**src/rtl/aes_req_sched_pkg.sv**
```systemverilog
// Shared types for the two-requester AES engine scheduler.
// Widths match the aes_top key/block sizes.
package aes_req_sched_pkg;

  localparam int KEY_S = 128;
  localparam int BLK_S = 128;

  typedef enum logic [2:0] {
    INIT,
    IDLE,
    LAUNCH,
    WAIT,
    FLUSH,
    RESP
  } state_e;

  typedef struct packed {
    logic [BLK_S-1:0] data;
    logic             err;
  } resp_t;

endpackage

```
**src/rtl/aes_req_sched_arb.sv**
```systemverilog
// Two-way round-robin grant for the shared AES engine.
// last_grant starts at 1 so requester 0 wins the first tie.
module aes_rr_arb (
  input  logic clk,
  input  logic reset,
  input  logic req0,
  input  logic req1,
  input  logic upd,
  input  logic upd_id,
  output logic gnt_valid,
  output logic gnt_id
);

  logic last_q;

  // remember who was served last, updated on response handshake
  always_ff @(posedge clk or negedge reset) begin
    if (!reset) begin
      last_q <= 1'b1;
    end else if (upd) begin
      last_q <= upd_id;
    end
  end

  // lone requester wins; a tie goes to whoever was not served last
  always_comb begin
    gnt_valid = req0 | req1;
    gnt_id    = 1'b0;
    unique case (1'b1)
      (req0 && req1):  gnt_id = ~last_q;
      (!req0 && req1): gnt_id = 1'b1;
      default:         gnt_id = 1'b0;
    endcase
  end

endmodule

```
**src/rtl/aes_req_sched.sv**
```systemverilog
// Round-robin job scheduler in front of one aes_top engine.
// Launches jobs, waits with a watchdog, returns per-requester results.
module aes_req_sched
  import aes_req_sched_pkg::*;
#(
  parameter int TIMEOUT = 64,
  parameter int RST_CYC = 2
) (
  input  logic             clk,
  input  logic             reset,
  input  logic             req0_valid,
  output logic             req0_ready,
  input  logic [KEY_S-1:0] req0_key,
  input  logic [BLK_S-1:0] req0_blk,
  input  logic             req1_valid,
  output logic             req1_ready,
  input  logic [KEY_S-1:0] req1_key,
  input  logic [BLK_S-1:0] req1_blk,
  output logic             resp0_valid,
  input  logic             resp0_ready,
  output logic [BLK_S-1:0] resp0_data,
  output logic             resp0_err,
  output logic             resp1_valid,
  input  logic             resp1_ready,
  output logic [BLK_S-1:0] resp1_data,
  output logic             resp1_err,
  output logic             aes_en,
  output logic [KEY_S-1:0] aes_key,
  output logic [BLK_S-1:0] aes_plaintext,
  input  logic [BLK_S-1:0] aes_ciphertext,
  input  logic             aes_en_o,
  output logic             aes_reset,
  output logic             busy,
  output logic             grant_id
);

  localparam int CW = $clog2(TIMEOUT) + 1;
  localparam logic [CW-1:0] RST_LAST = CW'(RST_CYC - 1);
  localparam logic [CW-1:0] TO_LAST  = CW'(TIMEOUT - 1);

  state_e           state_q, state_d;
  logic [CW-1:0]    cnt_q, cnt_d, cnt_inc;
  logic [KEY_S-1:0] key_q, key_d;
  logic [BLK_S-1:0] blk_q, blk_d;
  logic             gid_q, gid_d;
  resp_t            resp_q, resp_d;
  logic             gnt_valid, gnt_id;
  logic             accept, resp_hs;

  aes_rr_arb u_arb (
    .clk       (clk),
    .reset     (reset),
    .req0      (req0_valid),
    .req1      (req1_valid),
    .upd       (resp_hs),
    .upd_id    (gid_q),
    .gnt_valid (gnt_valid),
    .gnt_id    (gnt_id)
  );

  assign cnt_inc = cnt_q + CW'(1);
  assign accept  = (state_q == IDLE) && gnt_valid;
  assign resp_hs = (state_q == RESP) &&
                   (gid_q ? resp1_ready : resp0_ready);

  // state and shared init/watchdog/flush counter
  always_ff @(posedge clk or negedge reset) begin
    if (!reset) begin
      state_q <= INIT;
      cnt_q   <= '0;
    end else begin
      state_q <= state_d;
      cnt_q   <= cnt_d;
    end
  end

  // job registers: launch operands, owner and captured result
  always_ff @(posedge clk or negedge reset) begin
    if (!reset) begin
      key_q  <= '0;
      blk_q  <= '0;
      gid_q  <= 1'b0;
      resp_q <= '0;
    end else begin
      key_q  <= key_d;
      blk_q  <= blk_d;
      gid_q  <= gid_d;
      resp_q <= resp_d;
    end
  end

  // next state; the timeout fires on the edge where the counter
  // reaches TIMEOUT-1, so FLUSH starts TIMEOUT cycles after aes_en
  always_comb begin
    state_d = state_q;
    cnt_d   = cnt_q;
    key_d   = key_q;
    blk_d   = blk_q;
    gid_d   = gid_q;
    resp_d  = resp_q;
    unique case (state_q)
      INIT: begin
        if (cnt_q == RST_LAST) begin
          state_d = IDLE;
          cnt_d   = '0;
        end else begin
          cnt_d = cnt_inc;
        end
      end
      IDLE: begin
        if (accept) begin
          key_d   = gnt_id ? req1_key : req0_key;
          blk_d   = gnt_id ? req1_blk : req0_blk;
          gid_d   = gnt_id;
          state_d = LAUNCH;
        end
      end
      LAUNCH: begin
        cnt_d   = '0;
        state_d = WAIT;
      end
      WAIT: begin
        cnt_d = cnt_inc;
        if (aes_en_o) begin
          resp_d.data = aes_ciphertext;
          resp_d.err  = 1'b0;
          state_d     = RESP;
        end else if (cnt_inc == TO_LAST) begin
          resp_d.data = '0;
          resp_d.err  = 1'b1;
          cnt_d       = '0;
          state_d     = FLUSH;
        end
      end
      FLUSH: begin
        if (cnt_q == RST_LAST) begin
          cnt_d   = '0;
          state_d = RESP;
        end else begin
          cnt_d = cnt_inc;
        end
      end
      RESP: begin
        if (resp_hs) begin
          state_d = IDLE;
        end
      end
      default: begin
        cnt_d   = '0;
        state_d = INIT;
      end
    endcase
  end

  // busy is gated by reset so it reads 0 while reset is held
  always_comb begin
    req0_ready    = accept && !gnt_id;
    req1_ready    = accept && gnt_id;
    aes_en        = (state_q == LAUNCH);
    aes_reset     = (state_q == INIT) || (state_q == FLUSH);
    aes_key       = key_q;
    aes_plaintext = blk_q;
    resp0_valid   = (state_q == RESP) && !gid_q;
    resp1_valid   = (state_q == RESP) && gid_q;
    resp0_data    = resp_q.data;
    resp1_data    = resp_q.data;
    resp0_err     = resp_q.err;
    resp1_err     = resp_q.err;
    busy          = reset && (state_q != IDLE);
    grant_id      = gid_q;
  end

endmodule

```
**config.mk**
```make
export PLATFORM = sky130hd
export DESIGN_NAME = aes_req_sched
export DESIGN_NICKNAME = d
export VERILOG_FILES = /design/src/rtl/aes_req_sched_pkg.sv /design/src/rtl/aes_req_sched_arb.sv /design/src/rtl/aes_req_sched.sv
export SDC_FILE = /design/constraint.sdc
export NUM_CORES = 1
export LEC_CHECK = 0
export ABC_AREA = 1
export BUFFER_PORTS_ARGS = -buffer_cell sky130_fd_sc_hd__buf_4
export CORE_AREA = 5 5 453 455
export CTS_CLUSTER_SIZE = 12
export DETAILED_ROUTE_END_ITERATION = 8
export DIE_AREA = 0 0 458 460
export PLACE_DENSITY = 0.39
export SLEW_MARGIN = 5
export SYNTH_ARGS = -nofsm -noshare
export SYNTH_HDL_FRONTEND = slang
export SYNTH_HIERARCHICAL = 1
export SYNTH_SLANG_ARGS = --single-unit
```
**constraint.sdc**
```tcl
create_clock -name clk -period 2.07 [get_ports clk]
set_clock_uncertainty 0.15 [all_clocks]
set_input_delay 0.3105 -clock clk [delete_from_list [all_inputs] [get_ports clk]]
set_output_delay 0.3105 -clock clk [all_outputs]
set_load 0.1 [all_outputs]
```
==> Implementation_results.wiki, run 1 <==
{| class="wikitable"
! Metric !! Value
|-
| Largest area contributor in the netlist || sky130_fd_sc_hd__dfrtp_1
|-
| Remaining number of nets flagged by the antenna check after routing || 0
|-
| Sum of internal, switching and leakage power || about 26 mW
|-
| HPWL after detailed placement || roughly 110 mm
|-
| Period utilization || 1.300
|-
| RSZ-0062 raised after global routing || true
|-
| Number of placed I/O pins || 1169
|-
| Maximum ir drop on the vdd rail || about 0.00054 V
|-
| Buffers added on ports || approximately 1.2k
|-
| Core ar. || between 200000 and 250000 sq um
|-
| Routed wirelength normalized by instance count || 20.86 microns
|-
| Crit-path most repeated cell || sky130_fd_sc_hd__nor2_4
|-
| Post-placement cell count || just under 6k
|-
| Most common cell after layout, fill and taps aside || sky130_fd_sc_hd__buf_4
|-
| Die Y || 460 microns
|-
| Clock Pin Slew Worst Setup and Hold Paths || roughly 0.060 ns
|-
| Clock tree root buffer cell || sky130_fd_sc_hd__clkbuf_16
|-
| Cell Count, Final, Fillers Out || approximately 6.7k
|-
| Min-delay worst type || in -> reg
|-
| Setup violators final || 390
|-
| Worst hold path startpoint || req1_valid
|-
| Cell variety after synth || 27
|-
| Clock Latency Late Sink || roughly 0.65 ns
|-
| Most frequent cells in the layout || 1265 x sky130_fd_sc_hd__buf_4, 1065 x sky130_fd_sc_hd__nand2_1, 646 x sky130_fd_sc_hd__dlygate4sd3_1
|-
| Setup crit end kind || primary output
|-
| Data required time at the worst endpoint || ~1.6 ns
|-
| Critical-path cell list || nor2_4, inv_2, nor2_4, inv_2, nor2_4, buf_12, inv_8, or2_4, inv_16, buf_16
|-
| Final critical-path setup slack || -0.6206 ns
|-
| Width of the die || roughly 460 microns
|-
| Max Clock Freq || 0.3717 GHz
|-
| Areal power density over the cells || between 600 and 700 nW/um^2
|-
| RePlAce Congestion || 0.8611
|-
| Syn-to-layout area delta || 118.4%
|-
| Reg-to-Reg Start || state_q[1]$_DFFE_PN0P_
|-
| CTS tree || yes
|-
| Reported leakage power || 19.16 nW
|-
| Fin. max-slew vios || 0
|-
| Wire length of the first global-routing pass || about 190 mm
|-
| Data arrival time of the critical path || around 2.2 ns
|-
| Via density per instance || 3.355
|-
| # rows || roughly 170
|-
| Synth warn || 6
|-
| Average cell area after synthesis || between 8 and 9 sq um
|-
| Post-route DRC violation count || 0
|-
| Hold Path Depth || 5
|-
| Cell area after technology mapping || between 15000 and 20000 sq um
|-
| Top fanout value on the critical path || 2
|-
| Total nets after synthesis || approximately 2.8k
|-
| Worst flop-to-flop path endpoint || aes_key[109]$_DFFE_PN0P_
|-
| Critical-path cell with the highest stage delay || sky130_fd_sc_hd__dfrtp_1
|-
| R2R Setup Slk || -0.42 ns
|-
| Sequential element share of the synthesized area || 0.5571
|-
| Area share of the leading cell type in the synthesized netlist || 0.5556
|-
| Vias in the first global route || approximately 24k
|-
| Violated checks || negative setup slack
|-
| Detailed-router iteration count before antenna repair || 5
|-
| Critical Path Source Type || flip-flop
|-
| Post-placement setup slack || -0.2756 ns
|-
| Total of flip-flops plus latches after synthesis || approximately 400
|-
| Total clock buffers created by CTS || between 50 and 60
|-
| Actual transition at the worst max-transition pin || 1.056 ns
|-
| Number of max-capacitance violations reported || 0
|-
| Number of buffers between clock root and the deepest sink || 3
|-
| Depth of the most critical reg-to-reg path || 15
|-
| Final layout net count || 4610
|-
| Overall die area || between 200000 and 250000 sq um
|-
| Tot GR Track Use || 0.1259
|-
| Min cycle time layout || roughly 2.7 ns
|-
| Synth top area cells || sky130_fd_sc_hd__dfrtp_1 56%, sky130_fd_sc_hd__nand2_1 23%, sky130_fd_sc_hd__nand3_1 11%
|-
| Maximum single-stage delay on the critical path || 0.40 ns
|-
| Hold-critical path endpoint || state_q[1]$_DFFE_PN0P_
|-
| Fraction of layout cells with a size suffix above 1 || 0.3609
|-
| Total detailed-routing wirelength || 139.7 mm
|-
| Effective utilization at floorplan || 0.08879
|-
| Final hold vios || 0
|-
| Clock sink count || about 400
|-
| Run status || complete, but fails checks
|-
| Max H-tree Level || 2
|-
| Overflow after GRT || 0
|-
| Worst slew slack as a fraction of its limit || 0.2934
|-
| Number of instances in the synthesized netlist || 2187
|-
| Number of antenna violations at the first check in global routing || between 60 and 70
|-
| Starting DRT DRC Count || around 1.3k
|-
| Pin count of the biggest net entering global routing || 107
|-
| Vias post-DR || approximately 22k
|-
| Type of the worst setup path || reg -> out
|}
## stage by stage
| stage | util | hold slack, ns | TNS (ns) | area, sq um |
|---|---|---|---|---|
| floorplan | - | -0.1351 | -0.6030 | 17860 |
| global placement | 0.1480 | 0.07150 | -48.57 | 29720 |
| detailed placement | 0.1480 | 0.07137 | -51.08 | 29720 |
| CTS | 0.1925 | -0.02946 | -101.59 | 38660 |
| global route | 0.1938 | 0.07526 | -145.99 | 38920 |
| finish | 0.1939 | 0.1003 | -93.83 | 38950 |
## critical path: cells and delay by family, from the launching register on
| kind | cells | cell delay, ns |
|---|---|---|
| and+or+nand+nor | 4 | 0.63 |
| buffers and inverters | 6 | 0.51 |
| DFF | 1 | 0.40 |
## synth_stat cells
library cell,n
sky130_fd_sc_hd__o21bai_1,1
sky130_fd_sc_hd__o2111ai_1,1
sky130_fd_sc_hd__or2_1,2
sky130_fd_sc_hd__buf_1,13
sky130_fd_sc_hd__nand2_1,1073
sky130_fd_sc_hd__nor3_2,1
sky130_fd_sc_hd__buf_6,2
sky130_fd_sc_hd__ha_1,3
sky130_fd_sc_hd__dfstp_2,1
sky130_fd_sc_hd__a21oi_1,6
sky130_fd_sc_hd__clkbuf_4,2
sky130_fd_sc_hd__o211ai_1,1
sky130_fd_sc_hd__nand3_1,395
sky130_fd_sc_hd__nor2_1,16
sky130_fd_sc_hd__buf_4,142
sky130_fd_sc_hd__inv_2,6
sky130_fd_sc_hd__inv_1,20
sky130_fd_sc_hd__clkinv_1,1
sky130_fd_sc_hd__nor3_1,2
sky130_fd_sc_hd__nor2_4,2
sky130_fd_sc_hd__nor2_2,1
sky130_fd_sc_hd__mux2i_1,1
sky130_fd_sc_hd__o211a_1,1
sky130_fd_sc_hd__buf_2,31
sky130_fd_sc_hd__clkbuf_1,65
sky130_fd_sc_hd__o21ai_0,2
sky130_fd_sc_hd__dfrtp_1,396
## metal layers
metal  share of wire  global-route usage  vias to the layer above  wire, microns
li1                -                   -                    10388              -
met1            0.39              0.1453                    10746          54020
met2            0.51              0.2299                     1116          71430
met3           0.072             0.03161                      197          10050
met4           0.029             0.03380                       18           4065
met5         0.00083                   0                        -            116
## worst max path at each step
stage | start | end | depth (start not counted)
6_report | state_q[1]$_DFFE_PN0P_ | req0_ready | 10
5_1_grt | state_q[0]$_DFFE_PN0P_ | req0_ready | 11
4_1_cts | state_q[1]$_DFFE_PN0P_ | req0_ready | 9
3_5_place_dp | state_q[1]$_DFFE_PN0P_ | aes_plaintext[82]$_DFFE_PN0P_ | 12
3_3_place_gp | state_q[1]$_DFFE_PN0P_ | aes_key[41]$_DFFE_PN0P_ | 12
2_1_floorplan | state_q[1]$_DFFE_PN0P_ | state_q[0]$_DFFE_PN0P_ | 6
## final cells by class
class / instances / area [sq um]
well taps: 2672 / 3343
multi-input cells: 1508 / 6332
fillers: 22284 / 161900
repair buffers: 1973 / 17240
clock buffers: 80 / 1599
inverters: 27 / 142.6
diodes: 19 / 47.55
clock inverters: 19 / 305.3
flip-flops and latches: 397 / 9937
## state kept, by name (all words and copies together), names as in the netlist
signal,flops
aes_key,128
aes_plaintext,128
resp0_data,128
cnt_q,7
state_q,3
grant_id,1
resp0_err,1
u_arb/last_q,1
## kinds of logic after synthesis
family / synth area share
AND/OR/NAND/NOR: 0.3435
AO/OA/AOI/OAI: 0.004139
buffers and inverters: 0.09267
multiplexers: 0.0005612
adder cells (fa/ha/maj): 0.002105
flip-flops: 0.5571
## timing repair
| item | 4_1_cts | 5_1_grt |
|---|---|---|
| gates cloned | 6 | 3 |
| hold buffers | 646 | 0 |
| buffers inserted | 18 | 13 |
| gates resized for setup | 56 | 15 |
| endpoints found under the hold margin | 624 | 0 |
| endpoints found under the setup margin | 393 | 429 |
| pin swaps | 3 | 4 |
## report_power, final
part | internal, mW | total [mW] | leakage, nW | switching [mW]
combinational | 2.36 | 6.84 | 13.1 | 4.48
clock | 6.20 | 10.2 | 0.934 | 4.00
sequential | 8.18 | 8.49 | 5.13 | 0.309
total | 16.7 | 25.5 | 19.2 | 8.79
No activity file was read; power rests on OpenSTA's default activity.
==> inputs of run 2 (changes only) <==
- CAP_MARGIN: unset -> 0
- SETUP_SLACK_MARGIN: unset -> 0.15
==> Implementation_results.wiki, run 2 (synthesis gave the netlist of run 1 again) <==
{| class="wikitable"
! Metric !! Value
|-
| Actual transition at the worst max-transition pin || about 0.58 ns
|-
| Capture point of the critical path || req1_ready
|-
| Final hold vios || 1
|-
| Most frequent cells in the layout || 1247 x sky130_fd_sc_hd__buf_4, 909 x sky130_fd_sc_hd__nand2_1, 644 x sky130_fd_sc_hd__dlygate4sd3_1
|-
| Die Y || about 460 microns
|-
| Critical Path Source Type || flip-flop
|-
| Final critical-path setup slack || -0.4956 ns
|-
| CTS tree || yes
|-
| Remaining number of nets flagged by the antenna check after routing || 0
|-
| Detailed-router iteration count before antenna repair || 5
|-
| R2R Setup Slk || -0.42 ns
|-
| Areal power density over the cells || 596.8 nW/um^2
|-
| Placed standard-cell area || roughly 30000 sq um
|-
| Fin. max-slew vios || 0
|-
| Top cell family by delay on the critical path || buffers and inverters
|-
| Most common cell after layout, fill and taps aside || sky130_fd_sc_hd__buf_4
|-
| Width of the die || between 400 and 500 microns
|-
| CTS hold repair buffers || about 640
|-
| RSZ-0062 raised after global routing || true
|-
| Min cycle time layout || around 2.6 ns
|-
| Type of the worst setup path || reg -> out
|-
| HPWL after detailed placement || around 110 mm
|-
| Maximum ir drop on the vdd rail || around 0.00052 V
|-
| Wire length of the first global-routing pass || 190.3 mm
|-
| Detailed route wirelength on metal2 || between 70 and 80 mm
|-
| Min-delay worst type || in -> reg
|-
| Starting DRT DRC Count || around 1.3k
|-
| Reported leakage power || between 20 and 25 nW
|-
| Vias post-DR || 22.86k
|-
| Overflow after GRT || 0
|-
| Critical-path cell list || nor2_4, inv_2, nor2_2, inv_2, nor2_4, buf_6, buf_6, nand2_8, inv_16, buf_16
|-
| Effective utilization at floorplan || 0.08879
|-
| Max H-tree Level || 2
|-
| Final layout net count || 4661
|-
| Total detailed-routing wirelength || around 150 mm
|-
| Sum of buffers and inverters on the critical path || 6
|-
| Data arrival time of the critical path || ~2.1 ns
|-
| Data required time at the worst endpoint || roughly 1.6 ns
|-
| Pin count of the biggest net entering global routing || between 60 and 70
|-
| Wire length the detailed router placed on met1 || 55.78 mm
|-
| Setup crit end kind || primary output
|-
| Total clock buffers created by CTS || between 50 and 60
|-
| Total length of routed met3 wires || 10.82 mm
|-
| Post-route DRC violation count || 0
|-
| RePlAce Congestion || 0.8550
|-
| Depth of the most critical reg-to-reg path || 16
|-
| Violated checks || negative hold slack, negative setup slack
|-
| Worst slew slack as a fraction of its limit || 0.6163
|-
| # rows || approximately 170
|-
| Syn-to-layout area delta || 133.3%
|-
| Clock tree root buffer cell || sky130_fd_sc_hd__clkbuf_16
|-
| Clock Pin Slew Worst Setup and Hold Paths || approximately 0.06 ns
|-
| Overall die area || 210700 sq um
|-
| Number of max-capacitance violations reported || 0
|-
| Tot GR Track Use || 0.1274
|-
| Worst hold path startpoint || req0_valid
|-
| Worst slack on hold paths || -0.005915 ns
|-
| Top fanout value on the critical path || 2
|-
| Run status || complete, but fails checks
|-
| Number of placed I/O pins || about 1.2k
|-
| Setup violators final || 331
|-
| Critical-path cell with the highest stage delay || sky130_fd_sc_hd__dfrtp_1
|-
| Number of antenna violations at the first check in global routing || 73
|-
| Buffers added on ports || ~1.2k
|-
| Cell area after layout || roughly 42000 sq um
|-
| Maximum single-stage delay on the critical path || ~0.4 ns
|-
| Critical path launch point || state_q[1]$_DFFE_PN0P_
|-
| Via density per instance || approximately 3.4
|-
| Post-placement cell count || ~5.9k
|-
| Clock sink count || 397
|-
| Vias in the first global route || around 24k
|-
| Logic depth of the worst setup path including buffers || 10
|-
| Number of buffers between clock root and the deepest sink || 3
|-
| Cell Count, Final, Fillers Out || roughly 6.7k
|-
| Period utilization || 1.239
|-
| Clock Latency Late Sink || ~0.64 ns
|-
| Highest signal layer in the routed design || met5
|-
| Fraction of layout cells with a size suffix above 1 || 0.4385
|-
| Worst flop-to-flop path endpoint || aes_key[31]$_DFFE_PN0P_
|-
| Reg-to-Reg Start || state_q[1]$_DFFE_PN0P_
|-
| Max Clock Freq || roughly 0.4 GHz
|-
| Routed wirelength normalized by instance count || roughly 22 microns
|-
| Core ar. || between 200000 and 250000 sq um
|}
## run 2: cell count changes in the layout (fill, tap and decap cells not counted), moves of 12 or more
cell,previous run,this run
sky130_fd_sc_hd__buf_8,3,16
sky130_fd_sc_hd__buf_12,36,48
sky130_fd_sc_hd__buf_4,1265,1247
sky130_fd_sc_hd__nand2_4,2,95
sky130_fd_sc_hd__nand3_1,394,261
sky130_fd_sc_hd__buf_16,9,23
sky130_fd_sc_hd__nand2_2,6,67
sky130_fd_sc_hd__clkbuf_16,57,78
sky130_fd_sc_hd__buf_6,8,22
sky130_fd_sc_hd__nand2_1,1065,909
sky130_fd_sc_hd__nand3_2,0,133
## run 2: power by group
group / switching (mW) / total, mW / internal [mW]
clock network: 3.90 / 9.30 / 5.40
logic: 4.61 / 7.04 / 2.43
registers: 0.311 / 8.49 / 8.18
## run 2: per-stage QoR
step | total power, mW | hold WS, ns | worst slack [ns] | util | TNS, ns
final | 24.83 | -0.005915 | -0.4956 | 0.2071 | -89.68
after global routing | 25.82 | -0.02331 | -0.6512 | 0.2070 | -152.99
after CTS | 25.10 | -0.1132 | -0.6061 | 0.1935 | -81.99
after detailed placement | 14.38 | 0.2135 | -0.2681 | 0.1482 | -33.19
after global placement | 14.39 | 0.2099 | -0.2575 | 0.1482 | -34.99
after floorplan | 12.00 | -0.1351 | -0.005786 | - | -0.01504
## run 2: area by class of cell
class                      instances  area (sq um)
fill                           21983        159300
timing repair buffer            2026         18540
sequential                       397          9938
multi-input combinational       1508          7883
tap                             2672          3343
clock buffer                      80          1516
clock inverter                    10         173.9
inverter                          27         146.4
antenna                           25         62.56
## run 2: repair_timing
item                                   CTS  global route
endpoints found under the hold margin  734             1
cloned                                  11            30
pin swaps                                5            10
setup endpoints to repair              569           575
buffers inserted                        20            22
gates resized for setup                113           447
## run 2: worst reg2reg max path: cells and delay by family, from the launching register on
family,cells,cell delay (ns)
DFF,1,0.40
buffers and inverters,10,1.27
and+or+nand+nor,6,0.64
## run 2: how the worst min path moves through the flow
stage	end	slack (ns)	cells past startpoint
2_1_floorplan	aes_key[0]$_DFFE_PN0P_	-0.14	0
3_3_place_gp	resp0_data[20]$_DFFE_PN0P_	0.21	2
3_5_place_dp	resp0_data[20]$_DFFE_PN0P_	0.21	2
4_1_cts	grant_id$_DFFE_PN0P_	-0.11	4
5_1_grt	grant_id$_DFFE_PN0P_	-0.02	4
6_report	grant_id$_DFFE_PN0P_	-0.006	4
## run 2: per-layer routing
layer  global-route usage  vias up
met4              0.04158       32
met5                    0        -
met1               0.1429    11012
met3              0.03685      233
li1                     -    10505
met2               0.2308     1073
